**src/rtl/mnd_eval_sched_if.sv**
```systemverilog
// ---------------------------------------------------------------------------
// mnd_eval_sched_if
// Bundles the request/grant bus and the dynamic-macro signals of the
// mnd_eval_sched block.
//   REQ      : level request flags, one per requester
//   REQ_DATA : packed operands, requester i at [i*DW +: DW]
//   GNT      : one-hot grant pulse
//   DYN_CK   : dynamic-gate clock (0 = precharge, 1 = evaluate)
//   DYN_IN   : operand driven to the dynamic macro
//   DYN_OUT  : dynamic macro output
//   RES_VLD  : one-cycle result-valid pulse
//   RES      : captured result
//   RES_ID   : index of the requester that owns RES
//   BUSY     : high whenever the scheduler is not idle
// Modports: master = requesters + macro side, slave = scheduler side.
// ---------------------------------------------------------------------------
interface mnd_eval_sched_if #(
    parameter int NREQ = 4,
    parameter int DW   = 8
);
    localparam int ID_W = $clog2(NREQ);

    logic [NREQ-1:0]    REQ;
    logic [NREQ*DW-1:0] REQ_DATA;
    logic [NREQ-1:0]    GNT;
    logic               DYN_CK;
    logic [DW-1:0]      DYN_IN;
    logic [DW-1:0]      DYN_OUT;
    logic               RES_VLD;
    logic [DW-1:0]      RES;
    logic [ID_W-1:0]    RES_ID;
    logic               BUSY;

    modport master (
        output REQ, REQ_DATA, DYN_OUT,
        input  GNT, DYN_CK, DYN_IN, RES_VLD, RES, RES_ID, BUSY
    );

    modport slave (
        input  REQ, REQ_DATA, DYN_OUT,
        output GNT, DYN_CK, DYN_IN, RES_VLD, RES, RES_ID, BUSY
    );
endinterface

```
**src/rtl/mnd_eval_sched.sv**
```systemverilog
// ---------------------------------------------------------------------------
// mnd_eval_sched
// Round-robin scheduler that shares one precharge/evaluate dynamic macro
// between NREQ requesters. A granted operand is latched and held on DYN_IN
// through PCH_CYC precharge cycles (DYN_CK=0) and EVAL_CYC evaluate cycles
// (DYN_CK=1); DYN_OUT is then captured into RES and flagged for one cycle.
//
// Ports:
//   CK  : clock, all state changes on the rising edge
//   RST : synchronous active-high reset
//   bus : mnd_eval_sched_if.slave (REQ, REQ_DATA, GNT, DYN_CK, DYN_IN,
//         DYN_OUT, RES_VLD, RES, RES_ID, BUSY)
//
// Build option:
//   MND_EVAL_SCHED_PRIO0_EN - when defined, requester 0 has fixed priority
//   and its grants do not advance the round-robin pointer.
// ---------------------------------------------------------------------------
module mnd_eval_sched #(
    parameter int NREQ     = 4,
    parameter int DW       = 8,
    parameter int PCH_CYC  = 2,
    parameter int EVAL_CYC = 1
) (
    input logic               CK,
    input logic               RST,
    mnd_eval_sched_if.slave   bus
);
    localparam int ID_W    = $clog2(NREQ);
    localparam int CNT_MAX = (PCH_CYC > EVAL_CYC) ? PCH_CYC : EVAL_CYC;
    localparam int CNT_W   = $clog2(CNT_MAX + 1);

    typedef enum logic [1:0] {
        S_IDLE = 2'd0,
        S_PCH  = 2'd1,
        S_EVAL = 2'd2,
        S_CAP  = 2'd3
    } state_t;

    state_t            r_state;
    logic [CNT_W-1:0]  r_cnt;
    logic [ID_W-1:0]   r_last;
    logic [ID_W-1:0]   r_owner;
    logic [NREQ-1:0]   r_gnt;
    logic              r_dyn_ck;
    logic [DW-1:0]     r_dyn_in;
    logic              r_res_vld;
    logic [DW-1:0]     r_res;
    logic [ID_W-1:0]   r_res_id;

    logic              w_found;
    logic [ID_W-1:0]   w_win;
    logic [DW-1:0]     w_opnd;

    // Round-robin search starting one past the last grant and wrapping.
    always_comb begin
        logic [ID_W-1:0] idx;
        w_found = 1'b0;
        w_win   = '0;
        idx     = '0;
        for (int k = 1; k <= NREQ; k++) begin
            idx = ID_W'((int'(r_last) + k) % NREQ);
            if (!w_found && bus.REQ[idx]) begin
                w_found = 1'b1;
                w_win   = idx;
            end
        end
`ifdef MND_EVAL_SCHED_PRIO0_EN
        if (bus.REQ[0]) begin
            w_found = 1'b1;
            w_win   = '0;
        end
`endif
    end

    assign w_opnd = bus.REQ_DATA[int'(w_win)*DW +: DW];

    always_ff @(posedge CK) begin
        if (RST) begin
            r_state   <= S_IDLE;
            r_cnt     <= '0;
            r_last    <= ID_W'(NREQ - 1);
            r_owner   <= '0;
            r_gnt     <= '0;
            r_dyn_ck  <= 1'b0;
            r_dyn_in  <= '0;
            r_res_vld <= 1'b0;
            r_res     <= '0;
            r_res_id  <= '0;
        end else begin
            // Grant and result-valid are single-cycle pulses.
            r_gnt     <= '0;
            r_res_vld <= 1'b0;
            case (r_state)
                S_IDLE: begin
                    r_dyn_ck <= 1'b0;
                    if (w_found) begin
                        r_state  <= S_PCH;
                        r_gnt    <= NREQ'(1) << w_win;
                        r_owner  <= w_win;
                        r_dyn_in <= w_opnd;
                        r_cnt    <= CNT_W'(PCH_CYC - 1);
`ifdef MND_EVAL_SCHED_PRIO0_EN
                        // Priority grants to requester 0 must not disturb
                        // the rotation among the others.
                        if (w_win != '0) begin
                            r_last <= w_win;
                        end
`else
                        r_last   <= w_win;
`endif
                    end else begin
                        r_dyn_in <= '0;
                    end
                end
                S_PCH: begin
                    if (r_cnt == '0) begin
                        r_state  <= S_EVAL;
                        r_dyn_ck <= 1'b1;
                        r_cnt    <= CNT_W'(EVAL_CYC - 1);
                    end else begin
                        r_cnt    <= r_cnt - CNT_W'(1);
                    end
                end
                S_EVAL: begin
                    if (r_cnt == '0) begin
                        r_state   <= S_CAP;
                        r_dyn_ck  <= 1'b0;
                        r_dyn_in  <= '0;
                        r_res     <= bus.DYN_OUT;
                        r_res_id  <= r_owner;
                        r_res_vld <= 1'b1;
                    end else begin
                        r_cnt     <= r_cnt - CNT_W'(1);
                    end
                end
                S_CAP: begin
                    r_state  <= S_IDLE;
                    r_dyn_ck <= 1'b0;
                end
                default: begin
                    r_state  <= S_IDLE;
                    r_dyn_ck <= 1'b0;
                end
            endcase
        end
    end

    assign bus.GNT     = r_gnt;
    assign bus.DYN_CK  = r_dyn_ck;
    assign bus.DYN_IN  = r_dyn_in;
    assign bus.RES_VLD = r_res_vld;
    assign bus.RES     = r_res;
    assign bus.RES_ID  = r_res_id;
    assign bus.BUSY    = (r_state != S_IDLE);

endmodule

```
**src/flat_wrapper.sv**
```systemverilog
// flat-port wrapper written by rule: the top's interface ports become plain ports
module mnd_eval_sched_flat 
#(
    parameter int NREQ     = 4,
    parameter int DW       = 8,
    parameter int PCH_CYC  = 2,
    parameter int EVAL_CYC = 1
)
  (CK, RST, bus_REQ, bus_REQ_DATA, bus_DYN_OUT, bus_GNT, bus_DYN_CK, bus_DYN_IN, bus_RES_VLD, bus_RES, bus_RES_ID, bus_BUSY);
  mnd_eval_sched_if #(.NREQ(NREQ), .DW(DW)) bus_i ();
  input logic CK;
  input logic RST;
  input wire logic [$bits(bus_i.REQ)-1:0] bus_REQ;
  input wire logic [$bits(bus_i.REQ_DATA)-1:0] bus_REQ_DATA;
  input wire logic [$bits(bus_i.DYN_OUT)-1:0] bus_DYN_OUT;
  output wire logic [$bits(bus_i.GNT)-1:0] bus_GNT;
  output wire logic [$bits(bus_i.DYN_CK)-1:0] bus_DYN_CK;
  output wire logic [$bits(bus_i.DYN_IN)-1:0] bus_DYN_IN;
  output wire logic [$bits(bus_i.RES_VLD)-1:0] bus_RES_VLD;
  output wire logic [$bits(bus_i.RES)-1:0] bus_RES;
  output wire logic [$bits(bus_i.RES_ID)-1:0] bus_RES_ID;
  output wire logic [$bits(bus_i.BUSY)-1:0] bus_BUSY;
  assign bus_i.REQ = bus_REQ;
  assign bus_i.REQ_DATA = bus_REQ_DATA;
  assign bus_i.DYN_OUT = bus_DYN_OUT;
  assign bus_GNT = bus_i.GNT;
  assign bus_DYN_CK = bus_i.DYN_CK;
  assign bus_DYN_IN = bus_i.DYN_IN;
  assign bus_RES_VLD = bus_i.RES_VLD;
  assign bus_RES = bus_i.RES;
  assign bus_RES_ID = bus_i.RES_ID;
  assign bus_BUSY = bus_i.BUSY;
  mnd_eval_sched #(.NREQ(NREQ), .DW(DW), .PCH_CYC(PCH_CYC), .EVAL_CYC(EVAL_CYC)) u_core (.CK(CK), .RST(RST), .bus(bus_i));
endmodule
```
**config.mk**
```make
export PLATFORM = sky130hd
export DESIGN_NAME = mnd_eval_sched_flat
export DESIGN_NICKNAME = d
export VERILOG_FILES = /design/src/rtl/mnd_eval_sched_if.sv /design/src/rtl/mnd_eval_sched.sv /design/src/flat_wrapper.sv
export SDC_FILE = /design/constraint.sdc
export NUM_CORES = 1
export LEC_CHECK = 0
export CORE_ASPECT_RATIO = 1.1
export CORE_MARGIN = 2
export CORE_UTILIZATION = 35
export CTS_CLUSTER_DIAMETER = 80
export DETAILED_ROUTE_END_ITERATION = 10
export HOLD_SLACK_MARGIN = 0.05
export MAX_ROUTING_LAYER = met4
export PLACE_DENSITY = 0.7
export SLEW_MARGIN = 20
export SYNTH_ARGS = -nofsm -noshare
export SYNTH_HDL_FRONTEND = slang
export SYNTH_SLANG_ARGS = --single-unit
export TNS_END_PERCENT = 20
```
**constraint.sdc**
```tcl
create_clock -name CK -period 1.9 [get_ports CK]
set_clock_uncertainty 0.15 [all_clocks]
set_input_delay 0.285 -clock CK [delete_from_list [all_inputs] [get_ports CK]]
set_output_delay 0.285 -clock CK [all_outputs]
set_load 0.01 [all_outputs]
```
# ---- Yosys cells after proc, flatten, opt, wreduce, memory -nomap -nowiden
# Index checks and enable logic that the tools add are counted.
dict set report totals {
  in_bits 46
  output_inout_bits 25
  reg_bits 32
}
dict set report classes {
  mux 30
  magnitude_cmp 4
  n_eq_ne 7
  n_reduce_logical 20
  addsub 5
  shift 2
  bitwise_logic 3
}
# operator n
set op_table {}
lappend op_table {{variable part select 32 x 6 -> 8 bit} 1}
lappend op_table {{two-way mux 2 bit} 9}
lappend op_table {{two-way mux 8 bit} 2}
lappend op_table {{one-hot mux 8 bit (2 select lines)} 1}
lappend op_table {{less-than comparator 2 x 3 -> 1 bit, second input constant} 4}
lappend op_table {{two-way mux 1 bit} 11}
lappend op_table {{binary-select mux 1 bit (select 2 bit)} 4}
lappend op_table {{one-hot mux 2 bit (4 select lines)} 1}
lappend op_table {{AND reduction 2 bit} 4}
lappend op_table {{!= test 2 x 1 -> 1 bit, second input constant} 3}
lappend op_table {{one-hot mux 2 bit (3 select lines)} 1}
lappend op_table {{AND reduction 3 bit} 2}
lappend op_table {{adder 2 x 1 -> 2 bit, second input constant} 2}
lappend op_table {{adder 2 bit, second input constant} 2}
lappend op_table {{== test 2 bit, second input constant} 2}
lappend op_table {{zero test 2 bit} 2}
lappend op_table {{nonzero test 2 bit} 2}
lappend op_table {{OR reduction 2 bit} 2}
lappend op_table {{<< shifter 1 x 2 -> 4 bit, first input constant} 1}
lappend op_table {{logical AND 1 bit} 3}
lappend op_table {{zero test 1 bit} 3}
lappend op_table {{inverter 1 bit} 3}
lappend op_table {{one-hot mux 1 bit (3 select lines)} 1}
lappend op_table {{nonzero test 3 bit} 1}
lappend op_table {{other kinds (4)} 4}

# ---- Depth between registers and ports, before layout
dict set report logic_depth {
  depth_word 16
  depth_mapped 7
  mapped_depth_nobuf 7
}

# ---- Worst setup path after synthesis
# OpenSTA, ideal clock, no wires.
dict set report synth_timing {
  path_type {register to register}
  start {register u_core.r_state[0]}
  end {register u_core.r_dyn_in[0] (netlist: u_core.bus.DYN_IN[0])}
  path_slack_ns 0.165
  path_stages_with_launch 8
  required_time_ns 1.667
  t_arrival_ns 1.502
  synth_period_minus_slack_ns 1.735
  path_buffers 0
  cell_sequence {dfxtp_1 inv_1 ha_1 inv_2 nor2_1 a211oi_1 nand2_1 o221ai_1}
}
dict set report synth_between {
  elab_chain_cells 3
}
# item line_no
set synth_rtl {}
lappend synth_rtl {{from (decl)} mnd_eval_sched.sv:39} ;# state_t r_state;
lappend synth_rtl {{from (signal assigned)} mnd_eval_sched.sv:79} ;# r_state <= S_IDLE;
lappend synth_rtl {{from (signal assigned)} mnd_eval_sched.sv:97} ;# r_state <= S_PCH;
lappend synth_rtl {{from (signal assigned)} mnd_eval_sched.sv:117} ;# r_state <= S_EVAL;
lappend synth_rtl {{== test 2 bit / zero test 2 bit (equally long branches)} mnd_eval_sched.sv:93} ;# case (r_state)
lappend synth_rtl {{!= test 2 x 1 -> 1 bit (no source line) / nonzero test 2 bit (equally long branches)} n/a}
lappend synth_rtl {{AND reduction 2 bit (no source line)} n/a}
lappend synth_rtl {{to (signal assigned)} mnd_eval_sched.sv:100} ;# r_dyn_in <= w_opnd;
lappend synth_rtl {{to (decl)} mnd_eval_sched.sv:45} ;# logic [DW-1:0] r_dyn_in;
# Several ways; a longest one is shown, not always the timed one.
# A chain may end at the register's enable or synchronous reset.

# ---- Worst setup path in the final report
dict set report layout_timing {
  start {input bus_REQ[3]}
  end {register u_core.r_dyn_in[3] (netlist: u_core.bus.DYN_IN[3])}
}
dict set report layout_between {
  elab_chain_cells 15
}
# item line_no
set layout_rtl {}
lappend layout_rtl {{from (decl)} flat_wrapper.sv:13} ;# input wire logic [$bits(bus_i.REQ)-1:0] bus_REQ;
lappend layout_rtl {{binary-select mux 1 bit (select 2 bit)} mnd_eval_sched.sv:62} ;# if (!w_found && bus.REQ[idx]) begin
lappend layout_rtl {{two-way mux 1 bit (implied by the code)} mnd_eval_sched.sv:62}
lappend layout_rtl {{two-way mux 1 bit} mnd_eval_sched.sv:62}
lappend layout_rtl {{zero test 1 bit} mnd_eval_sched.sv:62}
lappend layout_rtl {{logical AND 1 bit} mnd_eval_sched.sv:62}
lappend layout_rtl {{two-way mux 1 bit} mnd_eval_sched.sv:62}
lappend layout_rtl {{zero test 1 bit} mnd_eval_sched.sv:62}
lappend layout_rtl {{logical AND 1 bit} mnd_eval_sched.sv:62}
lappend layout_rtl {{two-way mux 1 bit} mnd_eval_sched.sv:62}
lappend layout_rtl {{zero test 1 bit} mnd_eval_sched.sv:62}
lappend layout_rtl {{logical AND 1 bit} mnd_eval_sched.sv:62}
lappend layout_rtl {{two-way mux 2 bit} mnd_eval_sched.sv:62}
lappend layout_rtl {{variable part select 32 x 6 -> 8 bit} mnd_eval_sched.sv:75} ;# assign w_opnd = bus.REQ_DATA[int'(w_win)*DW +: DW];
lappend layout_rtl {{two-way mux 8 bit (*)} mnd_eval_sched.sv:96} ;# if (w_found) begin
lappend layout_rtl {{one-hot mux 8 bit (2 select lines) (*)} mnd_eval_sched.sv:93}
# Mark *: on every way between the ends. The rest lies on a longest branch, timed or not. The select of a mux whose other input is x is not followed.

==> flow_metrics.py <==
metrics = {
    "logic_synthesis": {
        "syn-mean-instance-area_um2": 8.615,
        "synthFlopType": "dfxtp_1",
        "ys_seq_area_frac": 0.4274,
        "yosysWarnings": 0,
        "syn-instance-count": 174,
        "yosys.cell_types.count": 28,
        "syn_nets": 227,
        "synth_area_mm2": 0.001499,
        "synth-seq-cells": 32,
        "async_reset_ff_frac": 0,
        "synth_edf_count": 0,
    },
    "floorplanning": {
        "core_area_mm2": 0.004024,
        "die_h_um": 72.64,
        "die_width_um": 66.40,
        "num_rows": 24,
        "start_util": 0.3725,
        "pin_count": 71,
        "dieArea_mm2": 0.004823,
    },
    "clock_tree": {
        "clk_pin_slew_worst_paths_ps": 70,
        "clock-root-buffer": "clkbuf_8",
        "cts_made_buffers": 5,
        "holdBufCountCts": 0,
        "cts.sinks": 32,
        "htreeDepth": 2,
        "cts_max_path_buffers": 2,
        "cts_tree": "yes",
        "worstSkewPairLatency_ps": 290,
    },
    "finish": {
        "area_growth_pct": 73.96,
        "fin_util": 0.6480,
        "final_cell_mix": "clkdlybuf4s50_1, nand2_1, dfxtp_1, a21oi_1, buf_4",
        "diodes": 0,
        "drive_gt1_frac": 0.1461,
        "final_common_cell": "clkdlybuf4s50_1",
        "fin_nets": 319,
    },
    "routing": {
        "wl_met2_um": 2094,
        "wirelength_um": 4244,
        "viasPerCell": 4.840,
        "drt-met1-wl_um": 1882,
        "highest_layer": "met4",
        "wire_per_inst_um": 13.30,
        "num_vias": 1544,
        "drc_errors": 0,
        "final_antenna_net_count": 0,
        "met3_length_um": 214,
        "dr.pass1.iters": 4,
        "drtIter0Drc": 79,
    },
    "pwr": {
        "p_leak_nw": 1.099,
        "ir_worst_vdd_mv": 0.5738,
        "power_mw": 3.266,
        "power_density_mw_per_mm2": 1253,
    },
    "setup_path": {
        "endpoint_kind": "flop",
        "critPathArrivalTime_ps": 1890,
        "crit_path_start_kind": "input pin",
        "crit_type": "in -> reg",
        "crit_fanout": 5,
        "required_ps": 1900,
    },
    "placed_design": {
        "post-place-ws_ps": -292.2,
        "hpwl_um": 2892,
        "io_buffers": 70,
        "finalWeightedCongestion": 0.7617,
    },
    "timing": {
        "timing.final.crit_share": 0.9918,
        "layout_min_cycle_time_ps": 1884,
        "worst_pin_slew_ps": 381.1,
        "slew_headroom": 0.7453,
        "hold_slack_ps": 303.7,
        "setup_ws_ps": 15.55,
        "finalHoldViolCount": 0,
        "finalSetupViolCount": 0,
        "fmax_mhz": 530.7,
        "finalMaxSlewViolations": 0,
    },
    "grt": {
        "grt_start_max_net_pins": 25,
        "antenna_found_initial": 0,
        "track_usage": 0.1826,
        "grt_pass1_wl_um": 6499,
        "grt_overflow_total": 0,
        "first_global_vias": 1473,
    },
    "run_status": {
        "status": "finished, final reports clean",
    },
    "min_path": {
        "hp-class": "reg -> reg",
    },
    "run": {
        "drv_cap": 0,
    },
}
synth_stat cells, drive strengths merged (2+ instances only):
| master | n | area, um^2 |
|---|---|---|
| nand2 | 35 | 131.4 |
| dfxtp | 32 | 640.6 |
| a21oi | 18 | 90.09 |
| mux2i | 17 | 170.2 |
| nor2 | 15 | 56.30 |
| inv | 9 | 33.79 |
| o221ai | 8 | 70.07 |
| ha | 7 | 87.58 |
| clkbuf | 5 | 18.77 |
| a211oi | 4 | 35.03 |
| nand2b | 4 | 25.02 |
| nor4 | 4 | 31.28 |
| nor3 | 3 | 15.01 |
| and3 | 2 | 12.51 |
| buf | 2 | 18.77 |
sequential cells by signal (all words and copies together), names as in the netlist:
signal,cells
u_core.bus.RES_ID,2
u_core.bus.RES,8
u_core.bus.RES_VLD,1
u_core.bus.DYN_IN,8
u_core.bus.GNT,4
u_core.bus.DYN_CK,1
u_core.r_cnt,2
u_core.r_last,2
u_core.r_state,2
u_core.r_owner,2
repair_timing:
item                       in CTS  in global routing
cloned                          0                  2
gates resized for setup         3                  7
setup endpoints to repair       1                  8
setup buffers                   0                  1
pin swaps                       0                  4
hold endpoints to repair        0                  0
path summary, 6_finish.rpt:
kind / startpoint / endpoint / slack, ps / cells past startpoint
setup / recovery: bus_REQ[3] / u_core.bus.DYN_IN[3]$_SDFFE_PP0P_ / 20 / 7
hold / removal: u_core.bus.RES[6]$_SDFFE_PP0P_ / u_core.bus.RES[6]$_SDFFE_PP0P_ / 300 / 2
setup reg to reg: u_core.r_last[0]$_SDFFE_PP1P_ / u_core.bus.DYN_IN[3]$_SDFFE_PP0P_ / 60 / 7
hold reg to reg: u_core.bus.RES[6]$_SDFFE_PP0P_ / u_core.bus.RES[6]$_SDFFE_PP0P_ / 300 / 2
metrics by stage:
| step | area [um^2] | setup TNS (ps) | std cells |
|---|---|---|---|
| 6_report | 2608 | 0 | 319 |
| 2_1_floorplan | 1499 | 0 | 174 |
| 4_1_cts | 2517 | 0 | 316 |
| 3_3_place_gp | 2390 | -2969 | 308 |
| 5_1_grt | 2608 | -117.4 | 319 |
| 3_5_place_dp | 2390 | -3369 | 308 |
area by class of cell:
type	instances	area (um^2)
clock inverter	1	30.03
fill	364	1416
multi-input combinational	126	818.3
inverter	9	33.78
timing repair buffer	92	920.9
tap	52	65.06
sequential	32	643.1
clock buffer	7	96.34
power breakdown:
| group | switching (mW) | total [mW] | internal, mW |
|---|---|---|---|
| sequential | 0.128 | 1.00 | 0.877 |
| clock | 0.264 | 0.727 | 0.463 |
| combinational | 0.695 | 1.53 | 0.840 |
| total | 1.09 | 3.27 | 2.18 |
worst max-delay path, stage by stage:
cell             delay (ps)
clkdlybuf4s50_1         450
a22o_1                  260
a211oi_4                250
buf_6                   160
clkbuf_16               150
mux2i_1                 180
o221ai_1                150
logic make-up after synthesis:
kind of cell,share of synthesized area
AO/OA/AOI/OAI,0.1644
AND/OR/NAND/NOR,0.1886
flip-flops,0.4274
multiplexers,0.1135
buffers and inverters,0.04759
adder cells (fa/ha/maj),0.05843
layer usage:
| metal | track usage | up-vias |
|---|---|---|
| met3 | 0.04475 | 4 |
| met4 | 0.06803 | 0 |
| met2 | 0.2944 | 44 |
| met1 | 0.2202 | 708 |
| met5 | - | - |
| li1 | - | 788 |
(Power assumes the default switching activity.)
